`config.mk`:
```
export PLATFORM = sky130hd
export DESIGN_NAME = garage_door_plant
export DESIGN_NICKNAME = d
export VERILOG_FILES = /design/src/rtl/garage_door_plant.sv
export SDC_FILE = /design/constraint.sdc
export NUM_CORES = 1
export LEC_CHECK = 0
export BUFFER_PORTS_ARGS = -buffer_cell sky130_fd_sc_hd__buf_4
export CAP_MARGIN = 20
export CORE_MARGIN = 3
export CORE_UTILIZATION = 62
export CTS_CLUSTER_DIAMETER = 80
export CTS_CLUSTER_SIZE = 8
export DETAILED_ROUTE_END_ITERATION = 6
export PLACE_DENSITY_LB_ADDON = 0.3
export SETUP_SLACK_MARGIN = 0.05
export SKIP_LAST_GASP = 1
export SLEW_MARGIN = 10
export SYNTH_ARGS = -nofsm -noshare
export SYNTH_HDL_FRONTEND = slang
export SYNTH_SLANG_ARGS = --single-unit
```
`constraint.sdc`:
```
create_clock -name CLK -period 3.46 [get_ports CLK]
set_input_delay 0 -clock CLK [delete_from_list [all_inputs] [get_ports CLK]]
set_output_delay 0 -clock CLK [all_outputs]
set_load 0.01 [all_outputs]
```
`src/rtl/garage_door_plant.sv`:
```
// Behavioural garage door motor + limit-sensor model for closed-loop controller simulation.
// Optional feature macro OBSTRUCT_EN adds the Obstruct input and the one-cycle Obst_Hit output.
module garage_door_plant #(
    parameter int unsigned TRAVEL_TICKS  = 16,
    parameter int unsigned SPINUP_CYCLES = 2,
    parameter int unsigned POS_W         = 8,
    parameter int unsigned CNT_W         = 4
) (
    input  logic             CLK,
    input  logic             RST,
    input  logic             UP_M,
    input  logic             DN_M,
`ifdef OBSTRUCT_EN
    input  logic             Obstruct,
    output logic             Obst_Hit,
`endif
    output logic             UP_Max,
    output logic             DN_Max,
    output logic [POS_W-1:0] Position,
    output logic             Moving,
    output logic             Fault
);

    typedef enum logic [2:0] {
        IDLE,
        SPINUP_UP,
        MOVING_UP,
        SPINUP_DN,
        MOVING_DN,
        FAULT
    } state_t;

    localparam bit               NO_SPINUP = (SPINUP_CYCLES == 0);
    localparam logic [POS_W-1:0] POS_TOP   = POS_W'(TRAVEL_TICKS);
    localparam logic [POS_W-1:0] POS_ONE   = POS_W'(1);
    localparam logic [CNT_W-1:0] CNT_ONE   = CNT_W'(1);
    localparam logic [CNT_W-1:0] CNT_LAST  = CNT_W'(SPINUP_CYCLES);
    localparam logic [CNT_W-1:0] CNT_START = NO_SPINUP ? CNT_W'(0) : CNT_ONE;
    localparam state_t           UP_START  = NO_SPINUP ? MOVING_UP : SPINUP_UP;
    localparam state_t           DN_START  = NO_SPINUP ? MOVING_DN : SPINUP_DN;

    state_t             state_q, state_d;
    logic [POS_W-1:0]   pos_q, pos_d;
    logic [CNT_W-1:0]   cnt_q, cnt_d;
    logic               fault_q, fault_d;
    logic               moving_q;
    logic               obst_c;
`ifdef OBSTRUCT_EN
    logic               obst_hit_q, obst_hit_d;
`endif

    // State, position, spin counter and sticky fault registers
    always_ff @(posedge CLK or posedge RST) begin
        if (RST) begin
            state_q  <= IDLE;
            pos_q    <= '0;
            cnt_q    <= '0;
            fault_q  <= 1'b0;
            moving_q <= 1'b0;
        end else begin
            state_q  <= state_d;
            pos_q    <= pos_d;
            cnt_q    <= cnt_d;
            fault_q  <= fault_d;
            moving_q <= (state_d == MOVING_UP) || (state_d == MOVING_DN);
        end
    end

`ifdef OBSTRUCT_EN
    always_ff @(posedge CLK or posedge RST) begin
        if (RST) begin
            obst_hit_q <= 1'b0;
        end else begin
            obst_hit_q <= obst_hit_d;
        end
    end
`endif

    // Next-state logic: double command faults first, then obstruction, then normal travel
    always_comb begin
        state_d = state_q;
        pos_d   = pos_q;
        cnt_d   = cnt_q;
        fault_d = fault_q;
`ifdef OBSTRUCT_EN
        obst_hit_d = 1'b0;
        obst_c     = Obstruct;
`else
        obst_c     = 1'b0;
`endif

        if ((state_q != FAULT) && UP_M && DN_M) begin
            state_d = FAULT;
            fault_d = 1'b1;
            cnt_d   = '0;
        end else begin
            unique case (state_q)
                IDLE: begin
                    cnt_d = '0;
                    if (UP_M && (pos_q != POS_TOP)) begin
                        state_d = UP_START;
                        cnt_d   = CNT_START;
                    end else if (DN_M && (pos_q != '0) && !obst_c) begin
                        state_d = DN_START;
                        cnt_d   = CNT_START;
                    end
                end

                SPINUP_UP, MOVING_UP: begin
                    if (UP_M) begin
                        if (state_q == SPINUP_UP) begin
                            if (cnt_q == CNT_LAST) begin
                                state_d = MOVING_UP;
                                cnt_d   = '0;
                            end else begin
                                cnt_d = cnt_q + CNT_ONE;
                            end
                        end else if (pos_q >= POS_TOP) begin
                            state_d = IDLE;
                        end else begin
                            pos_d = pos_q + POS_ONE;
                            if ((pos_q + POS_ONE) == POS_TOP) begin
                                state_d = IDLE;
                            end
                        end
                    end else if (DN_M) begin
                        state_d = DN_START;
                        cnt_d   = CNT_START;
                    end else begin
                        state_d = IDLE;
                        cnt_d   = '0;
                    end
                end

                SPINUP_DN, MOVING_DN: begin
                    if (obst_c) begin
                        state_d = IDLE;
                        cnt_d   = '0;
`ifdef OBSTRUCT_EN
                        obst_hit_d = 1'b1;
`endif
                    end else if (DN_M) begin
                        if (state_q == SPINUP_DN) begin
                            if (cnt_q == CNT_LAST) begin
                                state_d = MOVING_DN;
                                cnt_d   = '0;
                            end else begin
                                cnt_d = cnt_q + CNT_ONE;
                            end
                        end else if (pos_q == '0) begin
                            state_d = IDLE;
                        end else begin
                            pos_d = pos_q - POS_ONE;
                            if (pos_q == POS_ONE) begin
                                state_d = IDLE;
                            end
                        end
                    end else if (UP_M) begin
                        state_d = UP_START;
                        cnt_d   = CNT_START;
                    end else begin
                        state_d = IDLE;
                        cnt_d   = '0;
                    end
                end

                FAULT: begin
                    state_d = FAULT;
                end

                default: begin
                    state_d = IDLE;
                    cnt_d   = '0;
                end
            endcase
        end
    end

    // Limit sensors decode the position register directly
    assign UP_Max   = (pos_q == POS_TOP);
    assign DN_Max   = (pos_q == '0);
    assign Position = pos_q;
    assign Moving   = moving_q;
    assign Fault    = fault_q;
`ifdef OBSTRUCT_EN
    assign Obst_Hit = obst_hit_q;
`endif

endmodule

```
Yosys cells after proc, flatten, opt, wreduce, memory -nomap -nowiden
Cells that the tools add are included.
W data, S select, Z words.
{"block": "totals", "reg_bits": 17, "inputBits": 4}
{"block": "classes", "n_addsub": 3, "n_lt_le_gt_ge": 1, "n_eq_ne": 22, "muxes": 34, "bitwise": 1, "n_reduce_logical": 13}
{"op": "$mux W8", "count": 6}
{"op": "$mux W3", "count": 13}
{"op": "$mux W4", "count": 6}
{"op": "$eq A8 B5 Y1 const B", "count": 2}
{"op": "$pmux W4 S4", "count": 1}
{"op": "$pmux W8 S2", "count": 1}
{"op": "$ne A2 B2 Y1 const B", "count": 7}
{"op": "$pmux W3 S4", "count": 1}
{"op": "$eq A3 B2 Y1 const B", "count": 3}
{"op": "$eq A3 B3 Y1 const B", "count": 3}
{"op": "$add A8 B1 Y8 const B", "count": 1}
{"op": "$eq A8 B1 Y1 const B", "count": 1}
{"op": "$ge A8 B5 Y1 const B", "count": 1}
{"op": "$logic_not A8 Y1", "count": 1}
{"op": "$ne A4 B4 Y1 const B", "count": 2}
{"op": "$ne A8 B5 Y1 const B", "count": 1}
{"op": "$reduce_and A8 Y1", "count": 1}
{"op": "$reduce_bool A8 Y1", "count": 1}
{"op": "$sub A8 B1 Y8 const B", "count": 1}
{"op": "$mux W1", "count": 5}
{"op": "$add A4 B1 Y4 const B", "count": 1}
{"op": "$eq A4 B2 Y1 const B", "count": 1}
{"op": "$logic_and A1 B1 Y1", "count": 4}
{"op": "$reduce_or A2 Y1", "count": 2}
{"op": "8 further kinds", "count": 8}

Logic depth before layout (Yosys ltp)
{"block": "logic_depth", "ltp_word": 10, "mapped_depth": 7, "mapped_depth_nobuf": 7}

Least setup slack after synthesis
OpenSTA, ideal clock, no wires.
{"block": "synth_path", "kind": "register -> register", "start": "register pos_q[0] (netlist: Position[0])", "end": "register cnt_q[0]", "setup_ps": 121, "arrival_time_ps": 2038, "setup_slack_ps": 1301, "path_stages_with_launch": 8, "path_buffers": 0, "path_cell_list": "dfrtp_1 > inv_1 > ha_1 > or3b_2 > nor3_1 > a221o_1 > o21ai_0 > a22o_1"}
{"block": "synth_via", "elab_chain_len": 6, "word_cells_on_any_way": 8, "classes_between": "eq/ne: 1; mux: 4; reduce/logical: 3"}
{"element": "from (decl)", "line_no": "43", "text": "logic [POS_W-1:0] pos_q, pos_d;"}
{"element": "from (signal assigned)", "line_no": "62", "text": "pos_q <= pos_d;"}
{"element": "$reduce_bool A8 Y1", "line_no": "103", "text": "end else if (DN_M && (pos_q != '0) && !obst_c) begin"}
{"element": "$logic_and A1 B1 Y1", "line_no": "103"}
{"element": "$mux W1", "line_no": "103"}
{"element": "$mux W1 *", "line_no": "100", "text": "if (UP_M && (pos_q != POS_TOP)) begin"}
{"element": "$pmux W4 S4 *", "line_no": "97", "text": "unique case (state_q)"}
{"element": "$mux W4 *", "line_no": "92", "text": "if ((state_q != FAULT) && UP_M && DN_M) begin"}
{"element": "to (signal assigned)", "line_no": "63", "text": "cnt_q <= cnt_d;"}
{"element": "to (decl)", "line_no": "44", "text": "logic [CNT_W-1:0] cnt_q, cnt_d;"}
Every way passes the cells marked *; elsewhere a longest branch is shown, timed or not.
A chain may end at the register's enable or synchronous reset.

Worst setup path in the final report
{"block": "layout_path", "start": "register pos_q[0] (netlist: Position[0])", "end": "register pos_q[2] (netlist: Position[2])"}
{"block": "layout_via", "elab_chain_len": 5, "word_cells_on_any_way": 14, "classes_between": "add/sub: 2; order compare: 1; eq/ne: 2; mux: 7; reduce/logical: 2"}
{"element": "$sub A8 B1 Y8 or $add A8 B1 Y8 (tied branches)", "line_no": "153, 121"}
{"element": "$mux W8 (on tied branches)", "line_no": "150, 118"}
{"element": "$mux W8 (on tied branches)", "line_no": "143, 111"}
{"element": "$mux W8 (on tied branches)", "line_no": "142, 110"}
{"element": "$pmux W8 S2", "line_no": "97"}
Parallel ways exist; a longest one is shown, timed or not. The select of a mux whose other input is x is not followed.

==> impl_metrics.yaml <==
final_layout:
  n_antenna_cell: 0
  final_util: 0.7413
  fin_area_um2: 1484
  layout_common_cells: "dfrtp_1, buf_4, nand2_1"
  drive_gt1_frac: 0.1379
  layout_commonest_cell: "dfrtp_1"
  synthToLayoutAreaGrowth_pct: 11.15
  nets: 185
grt:
  grt_pass1_vias: 1227
  grt_max_degree: 24
  grt_pass1_wl_um: 5409
  grt_usage: 0.2623
  overflow: 0
  antenna_found_initial: 0
yosys:
  synth.avg_cell_area_um2: 8.190
  synth-async-reset-ratio: 1.000
  syn-num-nets: 173
  synth_seq_cells: 17
  syn_inst: 163
  synth_warnings: 0
  ys_seq_area_frac: 0.3187
  synthFlopType: "dfrtp_1"
  netlist_area_um2: 1335
  synth_edf_count: 0
  synth.distinct_cells: 51
floorplanning:
  die_x_um: 52.41
  die_height_um: 52.41
  core_um2: 2002
  die_area_um2: 2746
  ios: 16
  std_cell_rows: 16
  initial_utilization: 0.6669
placed_design:
  placed_cell_area_um2: 1448
  io_buffers: 15
  gp_congestion: 0.8932
  dp.final_hpwl_um: 2262
clock_network:
  cts_made_buffers: 3
  cts.clk_slew.worst_paths_ps: 100
  insertion_delay_ps: 290
  post-cts-setup-buffers: 0
  htree_levels: 1
  cts_resized: 0
  cts_max_path_buffers: 2
  clockRootBuffer: "clkbuf_4"
  cts_tree: "done"
  cts_num_sinks: 17
drt:
  ant_nets: 0
  vias: 1324
  avgRoutedWirePerCell_um: 15.93
  drt_iter0_drc: 43
  viasPerCell: 6.587
  dr.pass1.iters: 5
  routed_wl_um: 3202
  drc_errors: 0
sta:
  rsz0062_at_grt: "no"
  finalMaxSlewViolations: 0
  finalCriticalPeriod_ps: 2392
  tightest_slew_ps: 674.8
  hold_viol: 0
  setup_viol: 0
  skew_ps: 2.371
  tns_ps: 0
  fin_crit_sh: 0.6913
  maxSlewHeadroom: 0.5497
  max_freq_ghz: 0.4181
setup_path:
  path_class: "flop to flop"
  timing.rr.end: "Position[2]"
  reg2reg_slack_ps: 1070
  critPathCaptureType: "flop"
  reg2reg_depth: 7
  cp-start-kind: "flop"
  reg2reg_from: "Position[0]"
  cp.arrival_ps: 2570
  required_ps: 3630
  cp_max_fo: 8
outcome:
  status: "finished, final reports clean"
min_path:
  hp-start: "DN_M"
  hold-path-endpoint: "state_q[2]"
  holdPathStages: 3
  hold_path.class: "input pin to flop"
run:
  max-cap-violations: 0
power:
  ir_drop_mv: 0.5363
  power_density_nw_per_um2: 694.0
  p_leak_nw: 0.6024
[state kept, by name (all words and copies together) (netlist names)]
signal    cells
Position      8
Fault         1
state_q       3
cnt_q         4
Moving        1
[worst max path at each step]
stage | from | to | slack (ps) | depth (start not counted)
after floorplan | Position[0] | cnt_q[0] | 1300 | 7
after global placement | Position[0] | Position[2] | 1310 | 7
after detailed placement | Position[0] | Position[2] | 1180 | 7
after CTS | Position[0] | Position[3] | 1100 | 7
after global routing | Position[0] | Position[3] | 890 | 7
final | Position[0] | Position[2] | 1070 | 7
[cell type report]
| class | count | area [um^2] |
|---|---|---|
| inverters | 9 | 33.78 |
| well taps | 27 | 33.78 |
| fillers | 171 | 518.0 |
| clock buffers | 4 | 26.28 |
| multi-input cells | 127 | 834.6 |
| repair buffers | 17 | 130.1 |
| flip-flops and latches | 17 | 425.4 |
[power breakdown]
| part | total (mW) | internal, mW | switching [mW] |
|---|---|---|---|
| Clock | 0.109 | 0.0449 | 0.0640 |
| Sequential | 0.403 | 0.256 | 0.148 |
| Combinational | 0.518 | 0.232 | 0.286 |
[logic make-up (layout without fill, tap and decap cells)]
family | after synthesis | count (layout) | synth area share
adders and majority gates | 6 | 6 | 0.05623
AOI/OAI and AO/OA | 51 | 51 | 0.2540
xor gates and xnor gates | 7 | 7 | 0.04592
buffers and inverters | 19 | 30 | 0.05622
and+or+nand+nor | 63 | 63 | 0.2690
DFF | 17 | 17 | 0.3187
[metal layers]
layer / up-vias / wire, um / GRT usage
met4: 0 / 121 / 0.1234
li1: 630 / - / -
met2: 60 / 1508 / 0.4421
met5: - / 0 / 0
met3: 15 / 219 / 0.04274
met1: 619 / 1352 / 0.3226
[Yosys cell counts, types with 4 or more instances]
cell type  count  area share
o21ai_0       12       0.045
xnor2_1        6       0.039
nor2_1        11       0.031
a211oi_1       4       0.022
o211ai_1       4       0.022
nand2_1       13       0.037
nand3_1        5       0.019
dfrtp_1       17        0.32
clkbuf_1       6       0.017
nor3_1         5       0.019
nand4_1        4       0.019
inv_1          9       0.025
a21oi_1        9       0.034
ha_1           6       0.056
[metrics by stage]
step,hold slack (ps),power (mW),worst slack [ps],cells
2_1_floorplan,-73.93,0.7674,1301,163
3_3_place_gp,127.1,0.8932,1307,196
3_5_place_dp,142.8,0.9071,1177,196
4_1_cts,117.6,1.021,1098,201
5_1_grt,154.0,1.115,885.9,201
6_report,131.3,1.030,1068,201
[critical path, cell delays in order, from the launching register on]
cell     delay (ps)
dfrtp_1         470
inv_1           190
ha_1            190
or3b_2          490
o21ai_0         400
a211o_1         310
a21oi_1          80
xor2_1          150
[timing repair]
action / in CTS / in global routing
endpoints found under the hold margin: 17 / 0
hold buffers: 1 / 0
endpoints found under the setup margin: 0 / 0
No activity file was read; power rests on OpenSTA's default activity.
